$ cat config.mk
export PLATFORM = sky130hd
export DESIGN_NAME = lcd_multi_driver
export DESIGN_NICKNAME = d
export VERILOG_FILES = /design/src/rtl/lcd_pkg.sv /design/src/rtl/lcd_char_decode.sv /design/src/rtl/lcd_multi_driver.sv
export SDC_FILE = /design/constraint.sdc
export NUM_CORES = 1
export LEC_CHECK = 0
export CAP_MARGIN = 20
export CORE_ASPECT_RATIO = 0.5
export CORE_MARGIN = 2
export CORE_UTILIZATION = 42
export DETAILED_ROUTE_END_ITERATION = 12
export PLACE_DENSITY = 0.87
export SLEW_MARGIN = 20
export SYNTH_ARGS = -nofsm -noshare
export SYNTH_HDL_FRONTEND = slang
export SYNTH_SLANG_ARGS = --single-unit
$ cat constraint.sdc
create_clock -name clock -period 1.9 [get_ports clock]
set_clock_uncertainty 0.1 [all_clocks]
set_input_delay 0.38 -clock clock [delete_from_list [all_inputs] [get_ports clock]]
set_output_delay 0.38 -clock clock [all_outputs]
set_load 0.005 [all_outputs]
$ cat src/rtl/lcd_pkg.sv
// Shared constants and FSM state type for the multi-digit LCD driver.
package lcd_pkg;

    localparam logic [7:0] ASCII_ZERO  = 8'h30;
    localparam logic [7:0] ASCII_ERROR = 8'h3A;
    localparam logic [7:0] ASCII_BLANK = 8'h20;

    typedef enum logic [1:0] {
        IDLE = 2'd0,
        LOAD = 2'd1,
        SEND = 2'd2
    } state_t;

endpackage

$ cat src/rtl/lcd_char_decode.sv
// BCD digit to ASCII: 0-9 map to '0'-'9', anything above 9 shows ':' as an error marker.
module lcd_char_decode
    import lcd_pkg::*;
(
    input  logic [3:0] bcd,
    output logic [7:0] ascii
);

    always_comb begin
        ascii = ASCII_ERROR;
        if (bcd <= 4'd9) begin
            ascii = ASCII_ZERO + {4'd0, bcd};
        end
    end

endmodule

$ cat src/rtl/lcd_multi_driver.sv
// Frame-snapshotting multi-digit LCD character streamer with latched alarm detection.
// Optional blinking of key-entry frames is enabled by defining LCD_BLINK_EN.
module lcd_multi_driver
    import lcd_pkg::*;
#(
    parameter int NUM_DIGITS   = 4,
    parameter int ALARM_CYCLES = 1000,
    parameter int BLINK_CYCLES = 500,
    localparam int DW = (NUM_DIGITS > 1) ? $clog2(NUM_DIGITS) : 1,
    localparam int TW = 4 * NUM_DIGITS
) (
    input  logic          clock,
    input  logic          reset,
    input  logic [TW-1:0] key_buffer,
    input  logic [TW-1:0] alarm_time,
    input  logic [TW-1:0] current_time,
    input  logic          show_new_time,
    input  logic          show_alarm,
    input  logic          alarm_enable,
    input  logic          alarm_ack,
    input  logic          lcd_ready,
    output logic [7:0]    lcd_char,
    output logic          lcd_valid,
    output logic [DW-1:0] lcd_digit,
    output logic          lcd_frame_end,
    output logic          sound_alarm,
    output logic [1:0]    fsm_state
);

    localparam int CW = $clog2(ALARM_CYCLES + 1);

    state_t        state_q, state_d;
    logic [TW-1:0] src, snap_q;
    logic [DW-1:0] idx_q;
    logic [3:0]    digit_sel;
    logic [7:0]    dec_char;
    logic          blank;
    logic          handshake;
    logic          match, match_q, trigger;
    logic [CW-1:0] alarm_cnt;

    // Handshake: a character transfers on a cycle where lcd_valid && lcd_ready;
    // while valid is high and ready is low, char/digit/frame_end hold and valid stays high.
    assign handshake = lcd_valid && lcd_ready;

    always_comb begin
        src = current_time;
        if (show_new_time) begin
            src = key_buffer;
        end else if (show_alarm) begin
            src = alarm_time;
        end
    end

    always_ff @(posedge clock or negedge reset) begin
        if (!reset) begin
            state_q <= IDLE;
        end else begin
            state_q <= state_d;
        end
    end

    always_comb begin
        state_d = state_q;
        case (state_q)
            IDLE:    state_d = LOAD;
            LOAD:    state_d = SEND;
            SEND:    if (handshake && idx_q == '0) state_d = LOAD;
            default: state_d = IDLE;
        endcase
    end

    // Snapshot is the only copy of the frame; sources may change freely mid-frame.
    always_ff @(posedge clock or negedge reset) begin
        if (!reset) begin
            snap_q <= '0;
            idx_q  <= '0;
        end else if (state_q == LOAD) begin
            snap_q <= src;
            idx_q  <= DW'(NUM_DIGITS - 1);
        end else if (handshake && idx_q != '0) begin
            idx_q <= idx_q - 1'b1;
        end
    end

    always_comb begin
        digit_sel = 4'd0;
        for (int i = 0; i < NUM_DIGITS; i++) begin
            if (idx_q == DW'(i)) begin
                digit_sel = snap_q[4*i +: 4];
            end
        end
    end

    lcd_char_decode u_decode (
        .bcd   (digit_sel),
        .ascii (dec_char)
    );

`ifdef LCD_BLINK_EN
    localparam int BW = (BLINK_CYCLES > 1) ? $clog2(BLINK_CYCLES) : 1;

    logic [BW-1:0] blink_cnt;
    logic          phase;
    logic          blank_q;

    always_ff @(posedge clock or negedge reset) begin
        if (!reset) begin
            blink_cnt <= '0;
            phase     <= 1'b0;
            blank_q   <= 1'b0;
        end else begin
            if (blink_cnt == BW'(BLINK_CYCLES - 1)) begin
                blink_cnt <= '0;
                phase     <= ~phase;
            end else begin
                blink_cnt <= blink_cnt + 1'b1;
            end
            if (state_q == LOAD) begin
                blank_q <= show_new_time && phase;
            end
        end
    end

    assign blank = blank_q;
`else
    assign blank = 1'b0;
`endif

    assign lcd_valid     = (state_q == SEND);
    assign lcd_char      = !lcd_valid ? 8'h00 : (blank ? ASCII_BLANK : dec_char);
    assign lcd_digit     = lcd_valid ? idx_q : '0;
    assign lcd_frame_end = lcd_valid && (idx_q == '0);
    assign fsm_state     = state_q;

    // Rising edge of match only; a persisting or repeated match while sounding is ignored.
    assign match   = (alarm_time == current_time);
    assign trigger = match && !match_q && alarm_enable && !sound_alarm;

    always_ff @(posedge clock or negedge reset) begin
        if (!reset) begin
            match_q     <= 1'b0;
            sound_alarm <= 1'b0;
            alarm_cnt   <= '0;
        end else begin
            match_q <= match;
            if (sound_alarm) begin
                if (alarm_ack || !alarm_enable || alarm_cnt == CW'(1)) begin
                    sound_alarm <= 1'b0;
                    alarm_cnt   <= '0;
                end else begin
                    alarm_cnt <= alarm_cnt - 1'b1;
                end
            end else if (trigger && !alarm_ack) begin
                sound_alarm <= 1'b1;
                alarm_cnt   <= CW'(ALARM_CYCLES);
            end
        end
    end

endmodule
==> results.toml, run 1 <==
[outcome]
outcome = "complete, but fails checks"
violations = "negative setup slack"

[placed_design]
dp_hpwl_um = 4880
routabilityCongestion = 0.901
port_buffers = 67
place_ws_ps = -642

[cells_and_area]
final_core_util_pct = 71.7
syn_to_final_growth_pct = 62.2
antenna_cells = 0
drive_above_1_share_pct = 28.8
fin_nets = 431

[global_routing]
gr-usage-met2_pct = 46.0
grt_util_all_layers_pct = 24.6
grt_pass1_vias = 2442
use_met1_pct = 27.5
grtUsageMet3_pct = 4.96
grt_first_pass_wirelength_um = 11300
top_usage_layer = "met2"
overflow = 0
antenna_found_initial = 0
grt_max_degree = 34

[floorplan]
die_h_um = 55.3
die_w_um = 107
num_io_pins = 70
dieArea_sq_mm = 0.00589
rows = 18
core_sq_mm = 0.00500
start_util_pct = 44.2

[synth]
ys_types = 45
synth_cells = 261
avgSynthCellArea_sq_um = 8.47
synth_area_sq_mm = 0.00221
synthMuxAreaShare_pct = 7.76
ys_ff_latch = 32
synthAdderAreaFrac_pct = 3.40
synth_seq_area_share_pct = 36.2
synth_xor_area_share_pct = 6.34
synth-compound-area-share_pct = 20.1
synth_top_family_by_area = "simple AND/OR/NAND/NOR gates"
ys_warn_count = 0
synthSimpleGateAreaFrac_pct = 20.9

[route]
wire_per_inst_um = 16.1
ant_nets = 0
drt_iter0_markers = 135
routed_wl_um = 7110
route.vias.total = 2419
drt_pass1_iterations = 4
drc = 0
viasPerCell = 5.49

[worst_setup_path]
critPathLaunchType = "flop"
path_max_fanout = 6
crit_path_end_kind = "output pin"
crit_type = "flop to output pin"
rr_worst_depth = 7
startpoint = "idx_q[1]"
rrSetupSlack_ps = -190
required_ps = 1420
cp.arrival_ps = 2070
rr_endpoint = "alarm_cnt[8]"
r2r_start = "alarm_cnt[0]"
crit_path_end = "lcd_char[1]"

[clock_network]
clock_latency_ps = 290
clock-sinks = 32
cts-hold-fix-buffers = 0
clkTransAtPathRegs_ps = 70
htree_levels = 2
root_buffer = "clkbuf_8"
cts_tree = "done"
clock_path_buffers = 2
cts_made_buffers = 5

[timing]
setup_viol = 13
drv_slew = 0
worst_hold_slack_ps = 233
finalHoldViolations = 0
period_share_pct = 134
max_freq_mhz = 392
fin_crit_ps = 2550
setup_slack_ps = -649
tns_ps = -3180
rsz0062_at_grt = "true"

[power_and_ir_drop]
ir_worst_vdd_mv = 0.649
power_density_mw_per_mm2 = 980
p_leak_nw = 1.63

[job]
max_cap_violations = 0

[hold_path]
hold_class = "primary input to async pin"
==> layout by cell type (no fill, tap or decap), types with 6 or more instances in the layout <==
master | netlist | layout
xnor2_1 | 16 | 16
o21ai_0 | 25 | 21
dfrtp_1 | 32 | 30
buf_2 | 3 | 6
buf_4 | 4 | 43
mux2i_1 | 16 | 16
inv_2 | 0 | 6
nor2_1 | 23 | 23
a21oi_1 | 29 | 26
clkdlybuf4s50_1 | 0 | 51
dlygate4sd2_1 | 0 | 8
nand2_1 | 29 | 26
==> cells in the mapped netlist (all sizes together) <==
library cell	number	area share (%)
mux2	1	0.51
nand2	29	4.9
a21oi	29	6.6
nor2b	3	0.85
mux2i	16	7.2
clkbuf	8	1.4
a21boi	1	0.34
a22oi	4	1.4
and2b	1	0.40
o31ai	1	0.34
nor3b	5	1.7
a21o	1	0.40
and2	2	0.57
or4b	1	0.62
o2bb2ai	1	0.40
o21a	1	0.34
buf	7	2.0
nand2b	2	0.57
o211a	1	0.45
xnor2	16	6.3
a41oi	1	0.40
nor4b	1	0.40
o22ai	3	0.85
nand4	4	1.1
a221oi	1	0.40
a211o	1	0.40
dfrtp	32	36
ha	6	3.4
nor4	2	1.2
nor3	9	2.5
or4	2	0.68
nand3	1	0.23
or3	1	0.28
inv	10	1.7
nor2	23	3.9
conb	1	0.17
or3b	1	0.51
o21ai	27	6.1
nand3b	1	0.34
o221ai	1	0.40
a221o	3	1.4
==> state kept, by name (all words and copies together) (netlist names) <==
signal and count:
alarm_cnt 10, sound_alarm 1, snap_q 16, match_q 1, idx_q 2, fsm_state 2
==> where the power goes <==
| group | internal, mW | switching (mW) |
|---|---|---|
| Combinational | 0.929 | 0.874 |
| Clock | 0.389 | 0.267 |
| Sequential | 0.887 | 0.165 |
==> timing repair <==
| action | in CTS | in global routing |
|---|---|---|
| buffers inserted | 15 | 7 |
| gates resized for setup | 63 | 18 |
| cloned | 0 | 0 |
| hold endpoints to repair | 0 | 0 |
| pin swaps | 16 | 12 |
| setup endpoints to repair | 20 | 18 |
==> critical path, stage by stage, from the launching register on <==
cell	delay (ps)
dfrtp_1	420
inv_2	130
ha_4	200
nor2b_4	60
a221o_1	340
a22oi_2	160
buf_4	140
o21a_1	130
nor2_1	60
buf_2	140
==> layer usage <==
metal	up-vias	share of wire (%)
met5	-	0
met4	0	3.4
met3	29	4.2
met2	74	52
met1	1177	40
li1	1139	-
==> how the worst min path moves through the flow <==
| stage | end | slack (ps) | cells past startpoint |
|---|---|---|---|
| 3_5_place_dp | snap_q[11] | 380 | 2 |
| 6_report | snap_q[14] | 230 | 1 |
| 4_1_cts | idx_q[1] | 230 | 1 |
| 3_3_place_gp | snap_q[10] | 370 | 2 |
| 2_1_floorplan | alarm_cnt[0] | -20 | 0 |
| 5_1_grt | idx_q[1] | 240 | 1 |
==> per-stage QoR <==
stage          power, mW  instances  area, sq um
5_1_grt             3.72        441         3580
2_1_floorplan       1.83        262         2270
3_3_place_gp        2.47        415         3210
3_5_place_dp        2.56        415         3210
4_1_cts             3.38        436         3500
6_report            3.51        441         3580
==> area by class of cell <==
type,instances,area (sq um)
multi-input combinational,205,1510
fill,391,1420
timing repair buffer,116,1040
sequential,32,803
tap,70,87.6
clock buffer,6,72.6
inverter,10,37.5
clock inverter,2,35.0
==> cells by family (layout without fill, tap and decap cells) <==
kind of cell | Yosys count | after routing
flip-flops | 32 | 32
multiplexers | 17 | 17
buffers and inverters | 25 | 134
AO/OA/AOI/OAI | 76 | 76
adder cells (fa/ha/maj) | 6 | 6
AND/OR/NAND/NOR | 88 | 88
other | 1 | 2
XOR/XNOR | 16 | 16
Note: power is estimated with default switching activity, not from simulation.
==> run 2: changes to the inputs <==
GPL_TIMING_DRIVEN = 0   (was unset)
SYNTH_HIERARCHICAL = 1   (was unset)
==> run 2 against run 1 <==
Net effect:
- the run still ends with negative setup slack left
- sequential share of layout area is 1.1 points higher
- clock power is 2% higher
- hold slack worse by 200 ps
- utilization is 3.1 points lower
==> results.toml, run 2 <==
[clock_network]
cts_tree = "done"
htree_levels = 2
clkTransAtPathRegs_ps = 70
clock_latency_ps = 300
clock-sinks = 32
clock_path_buffers = 2
cts_made_buffers = 5
root_buffer = "clkbuf_8"

[floorplan]
rows = 18
num_io_pins = 70
die_h_um = 55.4
die_w_um = 107
start_util_pct = 44.3
core_sq_mm = 0.00500
dieArea_sq_mm = 0.00591

[cells_and_area]
fin_nets = 425
syn_to_final_growth_pct = 54.7
fillers = 377
reg_top3 = "snap_q (16), alarm_cnt (10)"
drive_above_1_share_pct = 33.2
regMostFlops = "snap_q"
finalNonFillerCells = 435
largest_reg_flops = 16
regArea_sq_um = 807
multi_input_area_sq_mm = 0.00158
antenna_cells = 0
fin_area_sq_mm = 0.00343
final_cell_mix = "27 x nand2_1, 27 x dfrtp_1, 23 x nor2_1, 23 x clkdlybuf4s50_1, 22 x a21oi_1"

[power_and_ir_drop]
internal_power_mw = 1.96
p_switching_mw = 1.10
p_leak_nw = 1.54
p_sw_share_pct = 35.9
power_density_mw_per_mm2 = 890
ir_worst_vdd_mv = 0.578
clock_power_share_pct = 22.0
seqPwrFrac_pct = 33.7
p_comb_share_pct = 44.3

[worst_setup_path]
crit_type = "flop to output pin"
rr_worst_depth = 7
r2r_start = "alarm_cnt[4]"
rrSetupSlack_ps = -80
cp.arrival_ps = 2110
critPathLaunchType = "flop"
rr_endpoint = "alarm_cnt[7]"
path_max_fanout = 8
crit_path_end_kind = "output pin"
startpoint = "idx_q[1]"
crit_path_end = "lcd_char[2]"
required_ps = 1420

[route]
viasPerCell = 5.53
ant_nets = 0
route.vias.total = 2407
drc = 0
drt_pass1_iterations = 4
wire_per_inst_um = 17.4
routed_wl_um = 7590
drt_iter0_markers = 141

[synth]
synth_top_area_share_pct = 36.1
yosysTopAreaCell = "dfrtp_1"
ys_warn_count = 6
avgSynthCellArea_sq_um = 8.21
synthTopCellsByArea = "dfrtp_1 36%, mux2i_1 7.2%, a21oi_1 6.5%"
synth_common_cells = "32 x dfrtp_1, 30 x nand2_1, 29 x a21oi_1, 26 x nor2_1, 21 x o21ai_0"
synth_seq_area_share_pct = 36.1
synth_most_common_cell = "dfrtp_1"
ys.flop_type = "dfrtp_1"
synth_cells = 270
synth_area_sq_mm = 0.00222
synthArstFlopShare_pct = 100
ys_ff_latch = 32
synth-edff-count = 0
ys_types = 38

[timing]
setup_slack_ps = -687
fin_crit_ps = 2590
tns_ps = -3080
max_freq_mhz = 387
slew_headroom_pct = 51.9
worst_pin_slew_ps = 722
rsz0062_at_grt = "true"
setup_viol = 13
period_share_pct = 136
drv_slew = 0
finalHoldViolations = 0

[outcome]
violations = "negative setup slack"
outcome = "complete, but fails checks"

[global_routing]
overflow = 0
grt_util_all_layers_pct = 25.4
grt_pass1_vias = 2432
antenna_found_initial = 0
grt_max_degree = 33
grt_first_pass_wirelength_um = 11700

[placed_design]
dp.cells = 408
place_area_sq_mm = 0.00300
dp_hpwl_um = 4930
place_ws_ps = -869
port_buffers = 66
routabilityCongestion = 0.884

[job]
max_cap_violations = 0

[hold_path]
hold_class = "primary input to async pin"
## run 2: cell count changes in the layout (fill, tap and decap cells not counted), moves of 4 or more
cell             change
buf_4               -23
and2_1               +9
buf_2               +12
a21oi_2              +5
nor3_1               -4
clkbuf_1             +8
nor4_2               +4
xnor2_1             -16
clkdlybuf4s15_1     +10
xor2_1              +15
clkdlybuf4s50_1     -28
a21oi_1              -4
o21ai_2              +4
## run 2: power groups by stage
stage	clock, mW	combinational [mW]	sequential (mW)
after detailed placement	0	1.10	1.04
after global routing	0.692	1.50	1.05
after floorplan	0	0.640	1.00
final	0.672	1.35	1.03
after CTS	0.657	1.28	1.02
after global placement	0	1.06	1.02
## run 2: worst min path at each step
stage | to | slack (ps)
2_1_floorplan | alarm_cnt[0] | -20
5_1_grt | idx_q[0] | 90
3_3_place_gp | snap_q[6] | 360
6_report | snap_q[2] | 40
4_1_cts | idx_q[0] | 60
3_5_place_dp | idx_q[0] | 370
## run 2: per-stage QoR
stage / utilization (%) / hold WS (ps) / power (mW)
final: 68.6 / 37.6 / 3.05
after global routing: 68.6 / 85.3 / 3.24
after CTS: 66.5 / 64.0 / 2.96
after detailed placement: 59.9 / 373 / 2.14
after global placement: 60.0 / 364 / 2.08
after floorplan: - / -15.6 / 1.64
## run 2: per-layer routing
metal / wire length (um) / GRT usage, % / vias to the layer above
li1: - / - / 1126
met1: 2990 / 29.5 / 1171
met2: 3970 / 46.0 / 84
met3: 391 / 5.19 / 26
met4: 242 / 10.0 / 0
met5: 0 / 0 / -
## run 2: worst max-delay path, stage by stage, from the launching register on
cell and delay (ps):
dfrtp_2 410, buf_4 160, ha_1 310, nor2_2 170, a21oi_2 50, o21ai_2 160
buf_4 120, and2b_2 190, and2_1 120, buf_2 120
## run 2: logic make-up (layout without fill, tap and decap cells)
kind of cell	after synthesis	after routing	share of synthesized area, %
AO/OA/AOI/OAI	73	73	19.4
other	2	4	0.339
AND/OR/NAND/NOR	101	101	22.3
multiplexers	16	16	7.23
buffers and inverters	24	117	4.91
XOR/XNOR	16	16	6.32
flip-flops	32	32	36.1
adder cells (fa/ha/maj)	6	6	3.39
## run 2: area by class of cell
class                      instances  area share, %
multi-input combinational        216           45.9
sequential                        32           23.5
timing repair buffer              87           21.5
tap                               70           2.55
buffer                            15           2.48
clock buffer                       6           2.12
clock inverter                     2           1.02
inverter                           7          0.839
## run 2: what timing repair did
| action | 4_1_cts | 5_1_grt |
|---|---|---|
| setup endpoints to repair | 21 | 19 |
| endpoints found under the hold margin | 0 | 0 |
| resized for setup | 157 | 33 |
| hold buffers | 0 | 0 |
| pin swaps | 34 | 15 |
| setup buffers | 19 | 2 |
